**src/rtl/cai_submit_sched.sv**
```systemverilog
`timescale 1ns/1ps
// -----------------------------------------------------------------------------
// cai_submit_sched
//
// Schedules CAI submit-ring work from NUM_CTX contexts onto a single shared
// CAI execution engine. Each context owns a ring with a producer index (tail,
// advanced by host doorbells) and a consumer index (head, advanced when the
// engine retires a descriptor). Contexts are picked round-robin; exactly one
// descriptor is in flight at any time.
//
// Ports:
//   clk, rst            clock, asynchronous active-high reset
//   ctx_enable          per-context scheduling enable
//   ctx_clear           pulse: clear sticky halt/overflow flags
//   submit_doorbell     pulse: one new descriptor on that ring
//   ctx_submit_base     packed 64-bit submit ring base address per context
//   ctx_comp_base       packed 64-bit completion ring base address per context
//   disp_valid/ready    dispatch handshake towards the engine
//   disp_ctx            context of the dispatched descriptor
//   disp_desc_addr      descriptor byte address
//   disp_comp_addr      completion record byte address
//   done_valid/status   engine completion of the in-flight descriptor
//   comp_msg            one-cycle retire pulse per context
//   ctx_head            packed consumer index per context
//   ctx_halt            sticky: context stopped after an error completion
//   ctx_overflow        sticky: doorbell dropped because the ring was full
//   busy                scheduler is not idle
// -----------------------------------------------------------------------------
module cai_submit_sched #(
  parameter int NUM_CTX     = 4,
  parameter int RING_LOG2   = 4,
  parameter int DESC_STRIDE = 64,
  parameter int COMP_STRIDE = 16,
  localparam int CTX_W      = $clog2(NUM_CTX),
  localparam int IDX_W      = RING_LOG2 + 1
) (
  input  logic                     clk,
  input  logic                     rst,
  input  logic [NUM_CTX-1:0]       ctx_enable,
  input  logic [NUM_CTX-1:0]       ctx_clear,
  input  logic [NUM_CTX-1:0]       submit_doorbell,
  input  logic [NUM_CTX*64-1:0]    ctx_submit_base,
  input  logic [NUM_CTX*64-1:0]    ctx_comp_base,
  output logic                     disp_valid,
  input  logic                     disp_ready,
  output logic [CTX_W-1:0]         disp_ctx,
  output logic [63:0]              disp_desc_addr,
  output logic [63:0]              disp_comp_addr,
  input  logic                     done_valid,
  input  logic [15:0]              done_status,
  output logic [NUM_CTX-1:0]       comp_msg,
  output logic [NUM_CTX*IDX_W-1:0] ctx_head,
  output logic [NUM_CTX-1:0]       ctx_halt,
  output logic [NUM_CTX-1:0]       ctx_overflow,
  output logic                     busy
);

  localparam int                DESC_SHIFT = $clog2(DESC_STRIDE);
  localparam int                COMP_SHIFT = $clog2(COMP_STRIDE);
  localparam logic [IDX_W-1:0]  RING_DEPTH = IDX_W'(1 << RING_LOG2);

  typedef enum logic [1:0] {
    S_IDLE,
    S_DISPATCH,
    S_WAIT,
    S_RETIRE
  } state_t;

  // Ring indices carry one extra wrap bit so full and empty are distinguishable.
  logic [IDX_W-1:0]     r_tail [NUM_CTX];
  logic [IDX_W-1:0]     r_head [NUM_CTX];

  state_t               r_state;
  state_t               w_state_nxt;

  logic [NUM_CTX-1:0]   w_pending;
  logic [NUM_CTX-1:0]   w_full;
  logic [NUM_CTX-1:0]   w_elig_now;
  logic [NUM_CTX-1:0]   r_elig;
  logic [NUM_CTX-1:0]   w_cand;

  logic [CTX_W-1:0]     r_grant;
  logic [CTX_W-1:0]     r_rr_ptr;
  logic [CTX_W-1:0]     w_pick;
  logic                 w_pick_valid;
  logic [RING_LOG2-1:0] w_pick_slot;

  logic [63:0]          r_desc_addr;
  logic [63:0]          r_comp_addr;
  logic [63:0]          w_desc_addr;
  logic [63:0]          w_comp_addr;
  logic [15:0]          r_status;

  logic [NUM_CTX-1:0]   r_comp_msg;
  logic [NUM_CTX-1:0]   r_halt;
  logic [NUM_CTX-1:0]   r_overflow;

  logic                 w_grant_en;
  logic                 w_capture;
  logic                 w_retire;

  // ---------------------------------------------------------------------------
  // Per-context ring status
  // ---------------------------------------------------------------------------
  for (genvar g = 0; g < NUM_CTX; g++) begin : g_ctx
    assign w_pending[g]  = (r_tail[g] != r_head[g]);
    assign w_full[g]     = ((r_tail[g] - r_head[g]) == RING_DEPTH);
    assign w_elig_now[g] = ctx_enable[g] & w_pending[g] & ~r_halt[g];
    assign ctx_head[g*IDX_W +: IDX_W] = r_head[g];
  end

  // A context must look eligible both in the registered snapshot and right now.
  // The snapshot is wiped while retiring, so the ring that just retired is
  // re-evaluated with its updated head before it can be granted again.
  assign w_cand = r_elig & w_elig_now;

  // ---------------------------------------------------------------------------
  // Round-robin pick: first candidate searching cyclically from rr_ptr+1
  // ---------------------------------------------------------------------------
  always_comb begin
    // NOTE: every variable gets a default before any branch so no latch is
    // inferred when no candidate is found.
    w_pick       = '0;
    w_pick_valid = 1'b0;
    for (int off = 1; off <= NUM_CTX; off++) begin
      if (!w_pick_valid && w_cand[(int'(r_rr_ptr) + off) % NUM_CTX]) begin
        w_pick       = CTX_W'((int'(r_rr_ptr) + off) % NUM_CTX);
        w_pick_valid = 1'b1;
      end
    end
  end

  // Addresses for the picked context, latched only at grant time.
  assign w_pick_slot = r_head[w_pick][RING_LOG2-1:0];
  assign w_desc_addr = ctx_submit_base[int'(w_pick)*64 +: 64] + (64'(w_pick_slot) << DESC_SHIFT);
  assign w_comp_addr = ctx_comp_base[int'(w_pick)*64 +: 64]   + (64'(w_pick_slot) << COMP_SHIFT);

  // ---------------------------------------------------------------------------
  // FSM
  // ---------------------------------------------------------------------------
  always_ff @(posedge clk or posedge rst) begin
    if (rst) begin
      r_state <= S_IDLE;
    end else begin
      // NOTE: sequential state uses non-blocking assignments so every register
      // samples pre-edge values regardless of statement order.
      r_state <= w_state_nxt;
    end
  end

  always_comb begin
    w_state_nxt = r_state;
    w_grant_en  = 1'b0;
    w_capture   = 1'b0;
    w_retire    = 1'b0;
    disp_valid  = 1'b0;
    busy        = (r_state != S_IDLE);
    unique case (r_state)
      S_IDLE: begin
        if (w_pick_valid) begin
          w_grant_en  = 1'b1;
          w_state_nxt = S_DISPATCH;
        end
      end
      S_DISPATCH: begin
        disp_valid = 1'b1;
        if (disp_ready) begin
          w_state_nxt = S_WAIT;
        end
      end
      S_WAIT: begin
        if (done_valid) begin
          w_capture   = 1'b1;
          w_state_nxt = S_RETIRE;
        end
      end
      S_RETIRE: begin
        w_retire    = 1'b1;
        w_state_nxt = S_IDLE;
      end
      default: w_state_nxt = S_IDLE;
    endcase
  end

  // ---------------------------------------------------------------------------
  // Datapath: grant/address latch, completion capture, rings and sticky flags
  // ---------------------------------------------------------------------------
  always_ff @(posedge clk or posedge rst) begin
    if (rst) begin
      r_elig      <= '0;
      r_grant     <= '0;
      r_rr_ptr    <= CTX_W'(NUM_CTX - 1);
      r_desc_addr <= '0;
      r_comp_addr <= '0;
      r_status    <= '0;
      r_comp_msg  <= '0;
      r_halt      <= '0;
      r_overflow  <= '0;
      // NOTE: the index arrays are reset because their contents are
      // architectural state (ring pointers), not scratch storage.
      for (int i = 0; i < NUM_CTX; i++) begin
        r_tail[i] <= '0;
        r_head[i] <= '0;
      end
    end else begin
      r_comp_msg <= '0;
      r_elig     <= (r_state == S_RETIRE) ? '0 : w_elig_now;

      if (w_grant_en) begin
        r_grant     <= w_pick;
        r_rr_ptr    <= w_pick;
        r_desc_addr <= w_desc_addr;
        r_comp_addr <= w_comp_addr;
      end

      if (w_capture) begin
        r_status <= done_status;
      end

      for (int i = 0; i < NUM_CTX; i++) begin
        // Full check uses pre-edge indices: a same-cycle retire does not
        // make room for this doorbell.
        if (submit_doorbell[i] && !w_full[i]) begin
          r_tail[i] <= r_tail[i] + 1'b1;
        end

        if (w_retire && (r_grant == CTX_W'(i))) begin
          r_head[i]     <= r_head[i] + 1'b1;
          r_comp_msg[i] <= 1'b1;
        end

        // Set has priority over clear for both sticky flags.
        if (w_retire && (r_grant == CTX_W'(i)) && (r_status != 16'd0)) begin
          r_halt[i] <= 1'b1;
        end else if (ctx_clear[i]) begin
          r_halt[i] <= 1'b0;
        end

        if (submit_doorbell[i] && w_full[i]) begin
          r_overflow[i] <= 1'b1;
        end else if (ctx_clear[i]) begin
          r_overflow[i] <= 1'b0;
        end
      end
    end
  end

  assign disp_ctx       = r_grant;
  assign disp_desc_addr = r_desc_addr;
  assign disp_comp_addr = r_comp_addr;
  assign comp_msg       = r_comp_msg;
  assign ctx_halt       = r_halt;
  assign ctx_overflow   = r_overflow;

endmodule
```
**config.mk**
```make
export PLATFORM = sky130hd
export DESIGN_NAME = cai_submit_sched
export DESIGN_NICKNAME = d
export VERILOG_FILES = /design/src/rtl/cai_submit_sched.sv
export SDC_FILE = /design/constraint.sdc
export NUM_CORES = 1
export LEC_CHECK = 0
export CORE_AREA = 2 2 279 281
export DETAILED_ROUTE_END_ITERATION = 7
export DIE_AREA = 0 0 281 283
export DONT_BUFFER_PORTS = 1
export SYNTH_ARGS = -nofsm -noshare
export SYNTH_HDL_FRONTEND = slang
export SYNTH_SLANG_ARGS = --single-unit
```
**constraint.sdc**
```tcl
create_clock -name clk -period 13.5 [get_ports clk]
set_input_delay 0.675 -clock clk [delete_from_list [all_inputs] [get_ports clk]]
set_output_delay 0.675 -clock clk [all_outputs]
set_load 0.03 [all_outputs]
```
Word-level counts from Yosys, hierarchy flattened
Cells that the tools add are included.
Operators by class
  shift operators: 2
  eq/ne operators: 17
  bitwise operators: 18
  $lt $le $gt $ge: 5
  reductions and logical operators: 43
  mux-type cells: 50
  add/subtract/negate cells: 18
Operators by type and width (number)
  variable part select 256 x 9 -> 64 bit: 2
  adder 64 x 10 -> 64 bit: 1
  adder 64 x 8 -> 64 bit: 1
  adder 5 x 1 -> 5 bit, second input constant: 8
  two-way mux 1 bit: 34
  equality test 5 bit, second input constant: 4
  != test 5 bit: 4
  subtractor 5 bit: 4
  logical AND 1 bit: 19
  nonzero test 2 bit: 9
  less-than comparator 3 x 4 -> 1 bit, second input constant: 4
  nonzero test 16 bit: 1
  two-way mux 2 bit: 7
  two-way mux 4 bit: 3
  binary-select mux 5 bit (select 2 bit): 1
  bitwise AND 1 bit: 8
  binary-select mux 1 bit (select 2 bit): 4
  equality test 2 bit, second input constant: 4
  case mux 2 bit (4 select lines): 1
  OR reduction 2 bit: 4
  logical NOT 1 bit: 7
  != test 2 bit, second input constant: 3
  adder 2 x 1 -> 2 bit, second input constant: 2
  adder 2 bit, second input constant: 2
  other kinds (8): 16
Storage, ports and cells
  input port bits: 544
  flip-flop bits (word level): 206
  output and inout port bits: 164
  logic and storage cells: 177

Depth between registers and ports, before layout
  word-level depth: 22
  mapped depth: 29
  mapped depth without buffers: 17

Least setup slack after synthesis
No wires, ideal clock.
  kind: register to register
  from: register r_head (netlist bit ctx_head[7])
  to: register r_desc_addr[63] (netlist: disp_desc_addr[63])
  clock period less this slack: 6.086 ns
  library setup time: 0.124 ns
  cell stages (with the launch flop): 26
  data arrival time: 5.962 ns
  buffers on the path: 9
  setup slack: 7.414 ns
  required time: 13.376 ns
  path through: dfrtp_1 -> inv_1 -> ha_1 -> and4_1 -> a211oi_2 -> o211ai_1 -> nand3_1 -> buf_4 -> buf_2 -> clkbuf_1 -> clkbuf_1 -> buf_2 -> buf_1 -> buf_1 -> clkbuf_1 -> nand2_1 -> a31oi_1 -> ha_1 -> o21a_1 -> nor2_1 -> nor3_2 -> o31ai_2 -> nor3_1 -> clkbuf_1 -> a31oi_1 -> o31a_1
On the way
  cells in the longest elaborated chain, start to end: 22
  elaborated cells on any way between the ends: 38
  classes of those cells: 1 x add/sub; 1 x eq/ne; 1 x shift; 25 x mux; 4 x bitwise; 6 x reduce/logical
Ends and longest elaborated chain
  start: declaration: line 71  | logic [IDX_W-1:0] r_head [NUM_CTX];
  start signal: indexed assignment: line 228  | r_head[i] <= r_head[i] + 1'b1;
  parallel branches: the longest is 22 deep, another holds != test 5 bit
  end signal: assignment: line 212  | r_desc_addr <= w_desc_addr;
  end: declaration: line 88  | logic [63:0] r_desc_addr;
Several ways; the timed one is not identified. The select of a mux whose other input is x is not followed.
A chain may end at the register's enable or synchronous reset.

Worst setup path in the final report
  from: register r_head (netlist bit ctx_head[17])
  to: register r_desc_addr[63] (netlist: disp_desc_addr[63])
The elaborated chain is that of the path after synthesis.

==> results.sh <==
export IMPL_slew_headroom=0.1855
export IMPL_wl_per_cell_um=25.30
export IMPL_final_max_slew_viol_count=0
export IMPL_totalWireLength_um=76200
export IMPL_antenna_found_initial=13
export IMPL_yosysTopAreaCell="dfrtp_1"
export IMPL_crit_fanout=65
export IMPL_min_path_type="in -> async"
export IMPL_synth_cells=2024
export IMPL_dieArea_sq_um=79520
export IMPL_post_cts_buffers=0
export IMPL_rsz0062_at_grt="false"
export IMPL_clock_tree_root_cell="clkbuf_16"
export IMPL_hold_viol=0
export IMPL_hpwl_um=60980
export IMPL_ctsHoldBuffers=0
export IMPL_vias=15094
export IMPL_core_sq_um=76700
export IMPL_clock_path_buffers=3
export IMPL_period_needed_ns=7.101
export IMPL_grt_max_degree=98
export IMPL_cp_data_required_time_ns=13.97
export IMPL_worst_pin_slew_ns=1.188
export IMPL_ys_ff_latch=206
export IMPL_maxCapViolCount=0
export IMPL_yosysUniqueCellTypes=88
export IMPL_die_y_um=283
export IMPL_drtAntennaViolNets=0
export IMPL_ctsResizeCount=0
export IMPL_synth_most_common_cell="nand2_1"
export IMPL_ys_seq_area_frac=0.3171
export IMPL_multiInputGateArea_sq_um=10230
export IMPL_io_buffers=0
export IMPL_synth_area_leaders="dfrtp_1 31%, nand2_1 11%, mux2i_1 6.3%"
export IMPL_outcome="complete, no violations"
export IMPL_synth_commonest_cells="484 x nand2_1, 204 x dfrtp_1, 123 x a21oi_1"
export IMPL_fin_nets=2525
export IMPL_r2r_slack_ns=6.40
export IMPL_async_reset_ff_frac=1.000
export IMPL_grt_pass1_vias=14285
export IMPL_post_place_ws_ns=6.372
export IMPL_grt_overflow_total=0
export IMPL_cts_tree="yes"
export IMPL_cp_arrival_ns=7.57
export IMPL_rr_endpoint="disp_desc_addr[63]"
export IMPL_initial_utilization=0.2121
export IMPL_dieWidth_um=281
export IMPL_worst_clock_skew_ns=0.01766
export IMPL_mappedNetlistArea_sq_um=16270
export IMPL_cts_clk_slew_worst_paths_ns=0.06
export IMPL_drt_first_pass_iters=5
export IMPL_clkSinkCount=206
export IMPL_max_clock_freq_mhz=140.8
export IMPL_row_count=102
export IMPL_place_gp_congestion=0.8252
export IMPL_finalWorstSetupSlack_ns=6.399
export IMPL_area_growth_pct=10.85
export IMPL_leakagePower_uw=0.007250
export IMPL_clock_latency_ns=0.59
export IMPL_drt_iter0_markers=1025
export IMPL_fillers=8384
export IMPL_h_tree_depth=1
export IMPL_setup_viol=0
export IMPL_ios=708
export IMPL_ys_warn_count=0
export IMPL_grt_pass1_wl_um=104900
export IMPL_peakVddDrop_v=0.0001311
export IMPL_numCtsBuffers=29
export IMPL_tns_ns=0
export IMPL_post_route_cells_drive_above_1_share=0.08855
export IMPL_p_per_area_nw_per_um2=338.0
export IMPL_critPathCaptureType="flip-flop"
export IMPL_hold_ws_ns=0.06192
export IMPL_synthesis_nets=2604
export IMPL_synth_top_area_frac=0.3138
export IMPL_r2r_start="ctx_head[17]"
export IMPL_r2r_cells=16
export IMPL_drc=0
export IMPL_dp_cells=2954
export IMPL_period_share=0.5260
export IMPL_worstSetupPathType="reg -> reg"
export IMPL_routed_via_density=5.011
export IMPL_startpoint_type="flip-flop"
export IMPL_synth_edf_count=0
export IMPL_avgSynthCellArea_sq_um=8.037
export IMPL_finalPower_uw=6095
export IMPL_gr_usage_all_layers=0.1824
export IMPL_ys_flop_type="dfrtp_1"
export IMPL_register_area_sq_um=5157
export IMPL_layoutNonFillerInstCount=3012
where the power goes:
group	switching, uW	internal [uW]	total, uW
Combinational	2410	1210	3620
Sequential	769	902	1670
Clock	324	475	799
per-layer routing:
| layer | up-vias | part of all wire | GRT usage |
|---|---|---|---|
| met3 | 105 | 0.088 | 0.05360 |
| li1 | 7029 | - | - |
| met2 | 716 | 0.48 | 0.3143 |
| met1 | 7232 | 0.40 | 0.2168 |
| met4 | 12 | 0.036 | 0.05548 |
| met5 | - | 0.00097 | 0 |
metrics by stage:
step	cell area, sq um	util
2_1_floorplan	16270	-
3_3_place_gp	17060	0.2224
3_5_place_dp	17060	0.2224
4_1_cts	18010	0.2349
5_1_grt	18030	0.2350
6_report	18030	0.2351
worst max path at each step:
stage,startpoint,end,slack [ns],depth (start not counted)
final,ctx_head[17],disp_desc_addr[63],6.40,16
after detailed placement,ctx_head[17],disp_desc_addr[63],6.37,16
after global placement,ctx_head[17],disp_desc_addr[63],6.52,16
after CTS,ctx_head[17],disp_desc_addr[63],6.36,16
after global routing,ctx_head[16],disp_desc_addr[63],5.92,16
after floorplan,rst,comp_msg[0],7.20,1
area by class of cell:
type | instances | share of cell area
Timing Repair Buffer | 22 | 0.009854
Antenna cell | 7 | 0.0009715
Multi-Input combinational cell | 1639 | 0.5676
Clock buffer | 39 | 0.04510
Sequential cell | 206 | 0.2860
Clock inverter | 12 | 0.008049
Tap cell | 1040 | 0.07217
Inverter | 47 | 0.01020
cells by family (layout without fill, tap and decap cells):
group	count (synthesis)	in the layout	synth area share
AND/OR/NAND/NOR	936	936	0.2765
XOR/XNOR	116	116	0.06292
other	0	7	0
multiplexers	153	153	0.1052
AO/OA/AOI/OAI	397	397	0.1522
flip-flops	206	206	0.3171
adder cells (fa/ha/maj)	37	37	0.02831
buffers and inverters	179	120	0.05776
state kept, by name, summed over array words and instances, names as in the netlist:
name and flops:
disp_desc_addr 64, r_tail 20, disp_comp_addr 64, ctx_halt 4, ctx_overflow 4, r_rr_ptr 2, comp_msg 4, r_status 16
ctx_head 20, r_elig 4, disp_ctx 2, r_state 2
worst max-delay path: stages, from the launching register on:
cell,delay (ns)
dfrtp_1,0.70
inv_1,0.11
ha_1,0.36
nand4_1,0.17
o2111ai_1,0.30
a2bb2oi_1,0.44
o211a_4,0.60
buf_4,0.74
mux2i_1,0.77
ha_1,0.40
o21a_1,0.18
nor2_1,0.06
nor3_2,0.48
o31ai_2,0.40
nor3_2,0.74
a31oi_1,0.16
o31a_1,0.31
layout by cell type (no fill, tap or decap), types with 7 or more instances in the layout:
cell,synthesis,routed
a21o_1,7,7
a21oi_1,123,123
a22o_1,44,44
a22oi_1,20,20
a31o_2,9,9
a31oi_1,36,36
and2_1,16,15
and3_1,22,21
and4_1,7,7
buf_4,13,21
clkbuf_16,0,29
dfrtp_1,204,204
diode_2,0,7
ha_1,36,36
inv_1,47,46
mux2_2,39,39
mux2i_1,102,102
mux4_2,10,10
nand2_1,484,484
nand2b_1,8,8
nand3_1,77,76
nand4_1,47,47
nor2_1,116,115
nor2b_1,9,9
nor3_1,35,34
nor4_1,48,47
nor4_2,6,7
nor4b_1,8,8
o21ai_0,100,98
o21ai_1,11,12
or3_1,11,11
xnor2_1,63,63
xor2_1,52,52
Note: power is estimated with default switching activity, not from simulation.
